`src/rtl/mcpu_pkg.sv`:
```
// Shared constants and types for the 6-bit MCPU and its program memory.
// Opcode encodings are provided for benches and program loaders.
package mcpu_pkg;
    localparam int WIDTH = 6;
    localparam int AW    = 4;
    localparam int DEPTH = 2 ** AW;

    typedef enum logic {
        LOAD = 1'b0,
        RUN  = 1'b1
    } state_t;

    typedef enum logic [1:0] {
        NOR = 2'b00,
        ADD = 2'b01,
        STA = 2'b10,
        JCC = 2'b11
    } opcode_t;

    // Packs an opcode and a 4-bit operand address into one instruction word.
    function automatic logic [WIDTH-1:0] make_instr(input opcode_t op, input logic [AW-1:0] addr);
        return {op, addr};
    endfunction
endpackage

```
`src/rtl/mcpu_progmem_if.sv`:
```
// Core bus and loader port of the MCPU program memory.
// master = core/loader side, slave = memory side.
interface mcpu_progmem_if;
    import mcpu_pkg::*;

    logic [WIDTH-1:0] cpu_bus;
    logic             cpu_we;
    logic [WIDTH-1:0] cpu_datain;
    logic             cpu_rst_n;
    logic             ld_valid;
    logic [WIDTH-1:0] ld_data;
    logic             ld_ready;
    logic             ld_start;
    logic             ld_done;

    modport master (
        output cpu_bus, cpu_we, ld_valid, ld_data, ld_start,
        input  cpu_datain, cpu_rst_n, ld_ready, ld_done
    );

    modport slave (
        input  cpu_bus, cpu_we, ld_valid, ld_data, ld_start,
        output cpu_datain, cpu_rst_n, ld_ready, ld_done
    );
endinterface

```
`src/rtl/mcpu_ram16x6.sv`:
```
// 16 x 6 storage array: one posedge write port, asynchronous read port.
// Contents are deliberately not reset.
module mcpu_ram16x6
    import mcpu_pkg::*;
(
    input  logic             clk,
    input  logic             we,
    input  logic [AW-1:0]    waddr,
    input  logic [WIDTH-1:0] wdata,
    input  logic [AW-1:0]    raddr,
    output logic [WIDTH-1:0] rdata
);
    logic [WIDTH-1:0] mem_reg [DEPTH];

    always_ff @(posedge clk) begin
        if (we) begin
            mem_reg[waddr] <= wdata;
        end
    end

    // Read-during-write yields the old word since the write lands at the edge.
    assign rdata = mem_reg[raddr];
endmodule

```
`src/rtl/mcpu_progmem.sv`:
```
// Unified program/data memory for the MCPU: demultiplexes the core bus,
// serves reads/stores, and loads a program over valid/ready while holding the core in reset.
module mcpu_progmem
    import mcpu_pkg::*;
(
    input  logic          clk,
    input  logic          rst,
    mcpu_progmem_if.slave bus
);
    logic [AW-1:0]    addr_reg;
    logic [AW-1:0]    ld_ptr_reg;
    state_t           state_reg;
    logic             ld_ready_reg;
    logic             ld_done_reg;
    logic             cpu_rst_n_reg;
    logic             ld_fire;
    logic             ram_we;
    logic [AW-1:0]    ram_waddr;
    logic [WIDTH-1:0] ram_wdata;
    logic             unused_bus_bits;

    // The bus carries {00,adreg} while clk is high; capture it on the falling edge.
    always_ff @(negedge clk) begin
        if (rst) begin
            addr_reg <= '0;
        end else begin
            addr_reg <= bus.cpu_bus[AW-1:0];
        end
    end

    assign unused_bus_bits = ^bus.cpu_bus[WIDTH-1:AW];

    assign ld_fire   = (state_reg == LOAD) && bus.ld_valid && ld_ready_reg;
    assign ram_we    = !rst && ((state_reg == LOAD) ? ld_fire : !bus.cpu_we);
    assign ram_waddr = (state_reg == LOAD) ? ld_ptr_reg : addr_reg;
    assign ram_wdata = (state_reg == LOAD) ? bus.ld_data : bus.cpu_bus;

    mcpu_ram16x6 u_ram (
        .clk   (clk),
        .we    (ram_we),
        .waddr (ram_waddr),
        .wdata (ram_wdata),
        .raddr (addr_reg),
        .rdata (bus.cpu_datain)
    );

    always_ff @(posedge clk) begin
        if (rst) begin
            state_reg     <= LOAD;
            ld_ptr_reg    <= '0;
            ld_ready_reg  <= 1'b1;
            ld_done_reg   <= 1'b0;
            cpu_rst_n_reg <= 1'b0;
        end else begin
            case (state_reg)
                LOAD: begin
                    if (ld_fire) begin
                        ld_ptr_reg <= ld_ptr_reg + 1'b1;
                        if (&ld_ptr_reg) begin
                            state_reg     <= RUN;
                            ld_ready_reg  <= 1'b0;
                            ld_done_reg   <= 1'b1;
                            cpu_rst_n_reg <= 1'b1;
                        end
                    end
                end
                RUN: begin
                    if (bus.ld_start) begin
                        state_reg     <= LOAD;
                        ld_ptr_reg    <= '0;
                        ld_ready_reg  <= 1'b1;
                        ld_done_reg   <= 1'b0;
                        cpu_rst_n_reg <= 1'b0;
                    end
                end
                default: state_reg <= LOAD;
            endcase
        end
    end

    assign bus.ld_ready  = ld_ready_reg;
    assign bus.ld_done   = ld_done_reg;
    assign bus.cpu_rst_n = cpu_rst_n_reg;
endmodule

```
`src/flat_wrapper.sv`:
```
// flat-port wrapper written by rule: the top's interface ports become plain ports
module mcpu_progmem_flat import mcpu_pkg::*;
  (clk, rst, bus_cpu_bus, bus_cpu_we, bus_ld_valid, bus_ld_data, bus_ld_start, bus_cpu_datain, bus_cpu_rst_n, bus_ld_ready, bus_ld_done);
  mcpu_progmem_if bus_i ();
  input  logic clk;
  input  logic rst;
  input wire logic [$bits(bus_i.cpu_bus)-1:0] bus_cpu_bus;
  input wire logic [$bits(bus_i.cpu_we)-1:0] bus_cpu_we;
  input wire logic [$bits(bus_i.ld_valid)-1:0] bus_ld_valid;
  input wire logic [$bits(bus_i.ld_data)-1:0] bus_ld_data;
  input wire logic [$bits(bus_i.ld_start)-1:0] bus_ld_start;
  output wire logic [$bits(bus_i.cpu_datain)-1:0] bus_cpu_datain;
  output wire logic [$bits(bus_i.cpu_rst_n)-1:0] bus_cpu_rst_n;
  output wire logic [$bits(bus_i.ld_ready)-1:0] bus_ld_ready;
  output wire logic [$bits(bus_i.ld_done)-1:0] bus_ld_done;
  assign bus_i.cpu_bus = bus_cpu_bus;
  assign bus_i.cpu_we = bus_cpu_we;
  assign bus_i.ld_valid = bus_ld_valid;
  assign bus_i.ld_data = bus_ld_data;
  assign bus_i.ld_start = bus_ld_start;
  assign bus_cpu_datain = bus_i.cpu_datain;
  assign bus_cpu_rst_n = bus_i.cpu_rst_n;
  assign bus_ld_ready = bus_i.ld_ready;
  assign bus_ld_done = bus_i.ld_done;
  mcpu_progmem u_core (.clk(clk), .rst(rst), .bus(bus_i));
endmodule
```
`config.mk`:
```
export PLATFORM = sky130hd
export DESIGN_NAME = mcpu_progmem_flat
export DESIGN_NICKNAME = d
export VERILOG_FILES = /design/src/rtl/mcpu_pkg.sv /design/src/rtl/mcpu_progmem_if.sv /design/src/rtl/mcpu_ram16x6.sv /design/src/rtl/mcpu_progmem.sv /design/src/flat_wrapper.sv
export SDC_FILE = /design/constraint.sdc
export NUM_CORES = 1
export LEC_CHECK = 0
export BUFFER_PORTS_ARGS = -buffer_cell sky130_fd_sc_hd__buf_4
export CORE_MARGIN = 2
export CORE_UTILIZATION = 55
export CTS_CLUSTER_SIZE = 24
export DETAILED_ROUTE_END_ITERATION = 10
export PLACE_DENSITY = 0.73
export SYNTH_ARGS = -nofsm -noshare
export SYNTH_HDL_FRONTEND = slang
export SYNTH_SLANG_ARGS = --single-unit
```
`constraint.sdc`:
```
create_clock -name clk -period 2.3 [get_ports clk]
set_clock_uncertainty 0.1 [all_clocks]
set_input_delay 0.115 -clock clk [delete_from_list [all_inputs] [get_ports clk]]
set_output_delay 0.115 -clock clk [all_outputs]
set_load 0.01 [all_outputs]
```
# [After elaboration in Yosys (flattened, before gate mapping)]
# Memories as Yosys holds them, arrays and structs flattened.
# Index checks and enable logic that the tools add are counted.
[classes] add_sub_neg=1 eq_ne=3 mux=20 bitwise=1 n_reduce_logical=8
[op_table] cell="1-bit two-way mux" n=12
[op_table] cell="4-bit two-way mux" n=3
[op_table] cell="4-bit case mux with 2 select lines" n=1
[op_table] cell="6-bit two-way mux" n=1
[op_table] cell="1-bit case mux with 2 select lines" n=3
[op_table] cell="4-bit by 1-bit adder with 4-bit output, second input constant" n=1
[op_table] cell="2-bit != test, second input constant" n=2
[op_table] cell="4-bit AND reduction" n=1
[op_table] cell="1-bit logical AND" n=3
[op_table] cell="3-bit AND reduction" n=1
[op_table] cell="1-bit zero test" n=2
[op_table] cell="2-bit by 1-bit != test with 1-bit output, second input constant" n=1
[op_table] cell="2-bit AND reduction" n=1
[op_table] cell="1-bit inverter" n=1
[word_totals] register_bits=11 ramBits=96 input_bits=17 out_inout_bits=9 wordCells=39 memories=1
[memory_table] name="u_core.u_ram.mem_reg" words=16 width=6 read_ports=1 rd_ports_with_merged_regs=0 wr=1 line="mcpu_ram16x6.sv:13" text="logic [WIDTH-1:0] mem_reg [DEPTH];"

# [Depth between registers and ports, before layout]
[logic_depth] depth_word=7 mapped_depth=7 ltp_nobuf=4

# [Cells and area by module]
# From an unflattened synthesis, not the netlist that was laid out.
[hier_totals] hier_cells=232 area_unflattened_um2=4351.7
[modules_own_cells] mod="mcpu_ram16x6" n_inst=1 cells_each=172 area_each_um2=3774.9 seq_area_each_um2=2882.8
[modules_own_cells] mod="mcpu_progmem" n_inst=1 cells_each=60 area_each_um2=576.8 seq_area_each_um2=220.2

==> results.json <==
{
  "rsz0062_at_grt": "true",
  "required_ns": 2.09,
  "stdcell_count": 415,
  "die_area_um2": 8710,
  "hold_path_depth": 4,
  "grt_pass1_vias": 2509,
  "grt.busiest_layer": "met2",
  "vias_per_cell": 5.91,
  "die_w_um": 93.3,
  "ctsLongestPathBuffers": 2,
  "crit_path_end_kind": "output pin",
  "synth.avg_cell_area_um2": 17.1,
  "vias": 2451,
  "yosysUniqueCellTypes": 35,
  "rows": 32,
  "core-area_um2": 7730,
  "drt_iter0_drc": 214,
  "antennaDiodeCount": 0,
  "grt_max_degree": 23,
  "vdd_drop_max_uv": 370,
  "hold-worst-slack_ns": 0.0911,
  "slew_viol_final": 0,
  "cts.sinks": 107,
  "slowest_delay_ns": 0.58,
  "syn2layout_area_growth_pct": 24.4,
  "crit_arrival_ns": 3.13,
  "root_buffer": "clkbuf_8",
  "hp-class": "input port to flip-flop",
  "ant_nets": 0,
  "layout_setup_ws_ns": -1.04,
  "grt_usage_pct": 22.2,
  "htreeDepth": 3,
  "largest_reg_flops": 96,
  "cts_tree": "done",
  "final_area_um2": 5460,
  "power_leakage_uw": 0.00178,
  "setup_violations": 102,
  "numCtsBuffers": 9,
  "grt_use_met1_pct": 30.6,
  "grt_pass1_wl_um": 13800,
  "grt_use_met2_pct": 36.9,
  "gr-total-overflow": 0,
  "path_class": "flip-flop to output pin",
  "cts.clk_slew.worst_paths_ns": 0.08,
  "worst_pin_slew_ns": 0.460,
  "worstPathMaxFanout": 7,
  "drt_first_pass_iters": 4,
  "port_buffers": 25,
  "ys_ff_latch": 107,
  "grtUsageMet3_pct": 3.30,
  "nets": 326,
  "syn_inst": 257,
  "wire_per_inst_um": 21.3,
  "hold_viol": 0,
  "io_pins": 26,
  "netlist_area_um2": 4390,
  "clock_latency_ns": 0.39,
  "relSlewSlack_pct": 69.2,
  "crit_path_cell_trace": "buf_12 -> mux4_1 -> a221o_1 -> buf_6",
  "place_congestion": 0.739,
  "drive_above_1_share_pct": 43.5,
  "totalWireLength_um": 8830,
  "maxCapViolCount": 0,
  "start_util_pct": 56.8,
  "dpl_cell_area_um2": 5030,
  "crit_slowest_cell": "mux4_1",
  "status": "complete, but fails checks",
  "r2r_cells": 5,
  "critPathLaunchType": "flip-flop",
  "postLayoutCoreUtil_pct": 70.6,
  "place_inst": 388,
  "synth_top_area_cell": "edfxtp_1",
  "dieHeight_um": 93.3,
  "dp_slack_ns": -0.739,
  "violations": "setup timing",
  "powerDensity_nw_per_um2": 664,
  "yosysSeqAreaShare_pct": 70.7,
  "antenna_found_initial": 0,
  "dp_hpwl_um": 6130,
  "syn-num-nets": 275,
  "synth_area_leaders": "edfxtp_1 66%, mux4_2 7.2%, dfxtp_1 5.0%, mux4_1 3.0%, mux2_2 2.8%",
  "drc": 0,
  "yosysWarnings": 0,
  "synth_top_area_share_pct": 65.7
}
-- per-layer routing --
layer / vias to the layer above / part of all wire, %
li1: 1116 / -
met1: 1254 / 42
met2: 72 / 52
met3: 9 / 5.1
met4: 0 / 1.1
met5: - / 0
-- kinds of logic (layout without fill, tap and decap cells) --
kind of cell | count (synthesis) | count (layout) | share of synthesized area, %
flip-flops | 107 | 107 | 70.7
adder cells (fa/ha/maj) | 1 | 1 | 0.285
buffers and inverters | 19 | 75 | 2.77
XOR/XNOR | 2 | 2 | 0.399
AND/OR/NAND/NOR | 67 | 67 | 7.67
multiplexers | 31 | 31 | 13.2
AO/OA/AOI/OAI | 30 | 30 | 4.93
-- cells in the mapped netlist --
| master | number |
|---|---|
| buf_6 | 2 |
| a21oi_1 | 5 |
| nor3b_1 | 7 |
| nand3_1 | 2 |
| nand2b_1 | 3 |
| mux4_1 | 5 |
| nand3b_1 | 2 |
| buf_12 | 1 |
| inv_1 | 5 |
| buf_4 | 3 |
| mux2_2 | 11 |
| ha_1 | 1 |
| nor2b_1 | 11 |
| a32o_1 | 1 |
| xor2_1 | 2 |
| o22ai_1 | 5 |
| nor2_1 | 28 |
| o21a_1 | 1 |
| o21bai_1 | 1 |
| clkbuf_1 | 2 |
| and3b_1 | 1 |
| mux2i_1 | 1 |
| nor3_1 | 5 |
| buf_2 | 6 |
| nand2_1 | 7 |
| o21ai_0 | 3 |
| a211oi_1 | 5 |
| mux4_2 | 14 |
| a21o_1 | 1 |
| edfxtp_1 | 96 |
| nand4_1 | 1 |
| a221o_1 | 5 |
| a31oi_1 | 2 |
| dfxtp_1 | 11 |
| a211oi_2 | 1 |
-- layout make-up --
class | count | area [µm²]
clock buffer | 10 | 128
clock inverter | 10 | 83.8
fill | 486 | 2270
inverter | 4 | 20.0
multi-input combinational | 131 | 1470
sequential | 107 | 3110
tap | 102 | 128
timing repair buffer | 51 | 512
-- critical path, delay by kind of cell, from the launching register on --
family,cells,cell delay [ns]
mux,1,0.58
compound gates,1,0.39
buf+inv,2,0.26
flops,1,0.36
-- report_power, final --
group,switching (µW),internal (µW)
Combinational,152,160
Clock,647,521
Sequential,14.0,2130
Total,813,2810
-- cells in the final DEF (no fill, tap or decap), types with 3 or more instances in the layout --
cell type and instances:
a211oi_1 5, a21oi_1 3, a221o_1 5, buf_12 6, buf_4 32, buf_6 9
clkbuf_8 9, dfxtp_1 8, edfxtp_1 96, inv_1 7, inv_6 3, mux2_2 11
mux4_2 17, nand2_1 4, nor2_1 10, nor2_4 18, nor2b_1 10, nor3_1 3
nor3b_1 7, o21ai_4 3, o22ai_2 5
-- through the flow --
step | power, µW | setup TNS, ns
after CTS | 3640 | -52.33
after floorplan | 2370 | -41.48
final | 3620 | -52.07
after global routing | 3730 | -58.35
after detailed placement | 2480 | -56.13
after global placement | 2470 | -52.97
-- path summary, 6_finish.rpt --
kind                                                to                       startpoint  slack [ns]
hold / removal       u_core.ld_ptr_reg[1]$_SDFFE_PP0P_                     bus_ld_valid        0.09
setup reg to reg  u_core.u_ram.mem_reg[5][5]$_DFFE_PP_    u_core.addr_reg[1]$_SDFF_NP0_       -0.55
hold reg to reg        u_core.bus.ld_done$_SDFFE_PP0P_  u_core.bus.ld_done$_SDFFE_PP0P_        0.38
setup / recovery                     bus_cpu_datain[0]    u_core.addr_reg[0]$_SDFF_NP0_       -1.04
-- repair_timing --
action	4_1_cts	5_1_grt
resized for setup	26	5
hold endpoints to repair	3	0
hold buffers	2	0
cloned	0	0
setup buffers	6	0
pin swaps	15	11
setup endpoints to repair	102	102
No activity file was read; power rests on OpenSTA's default activity.
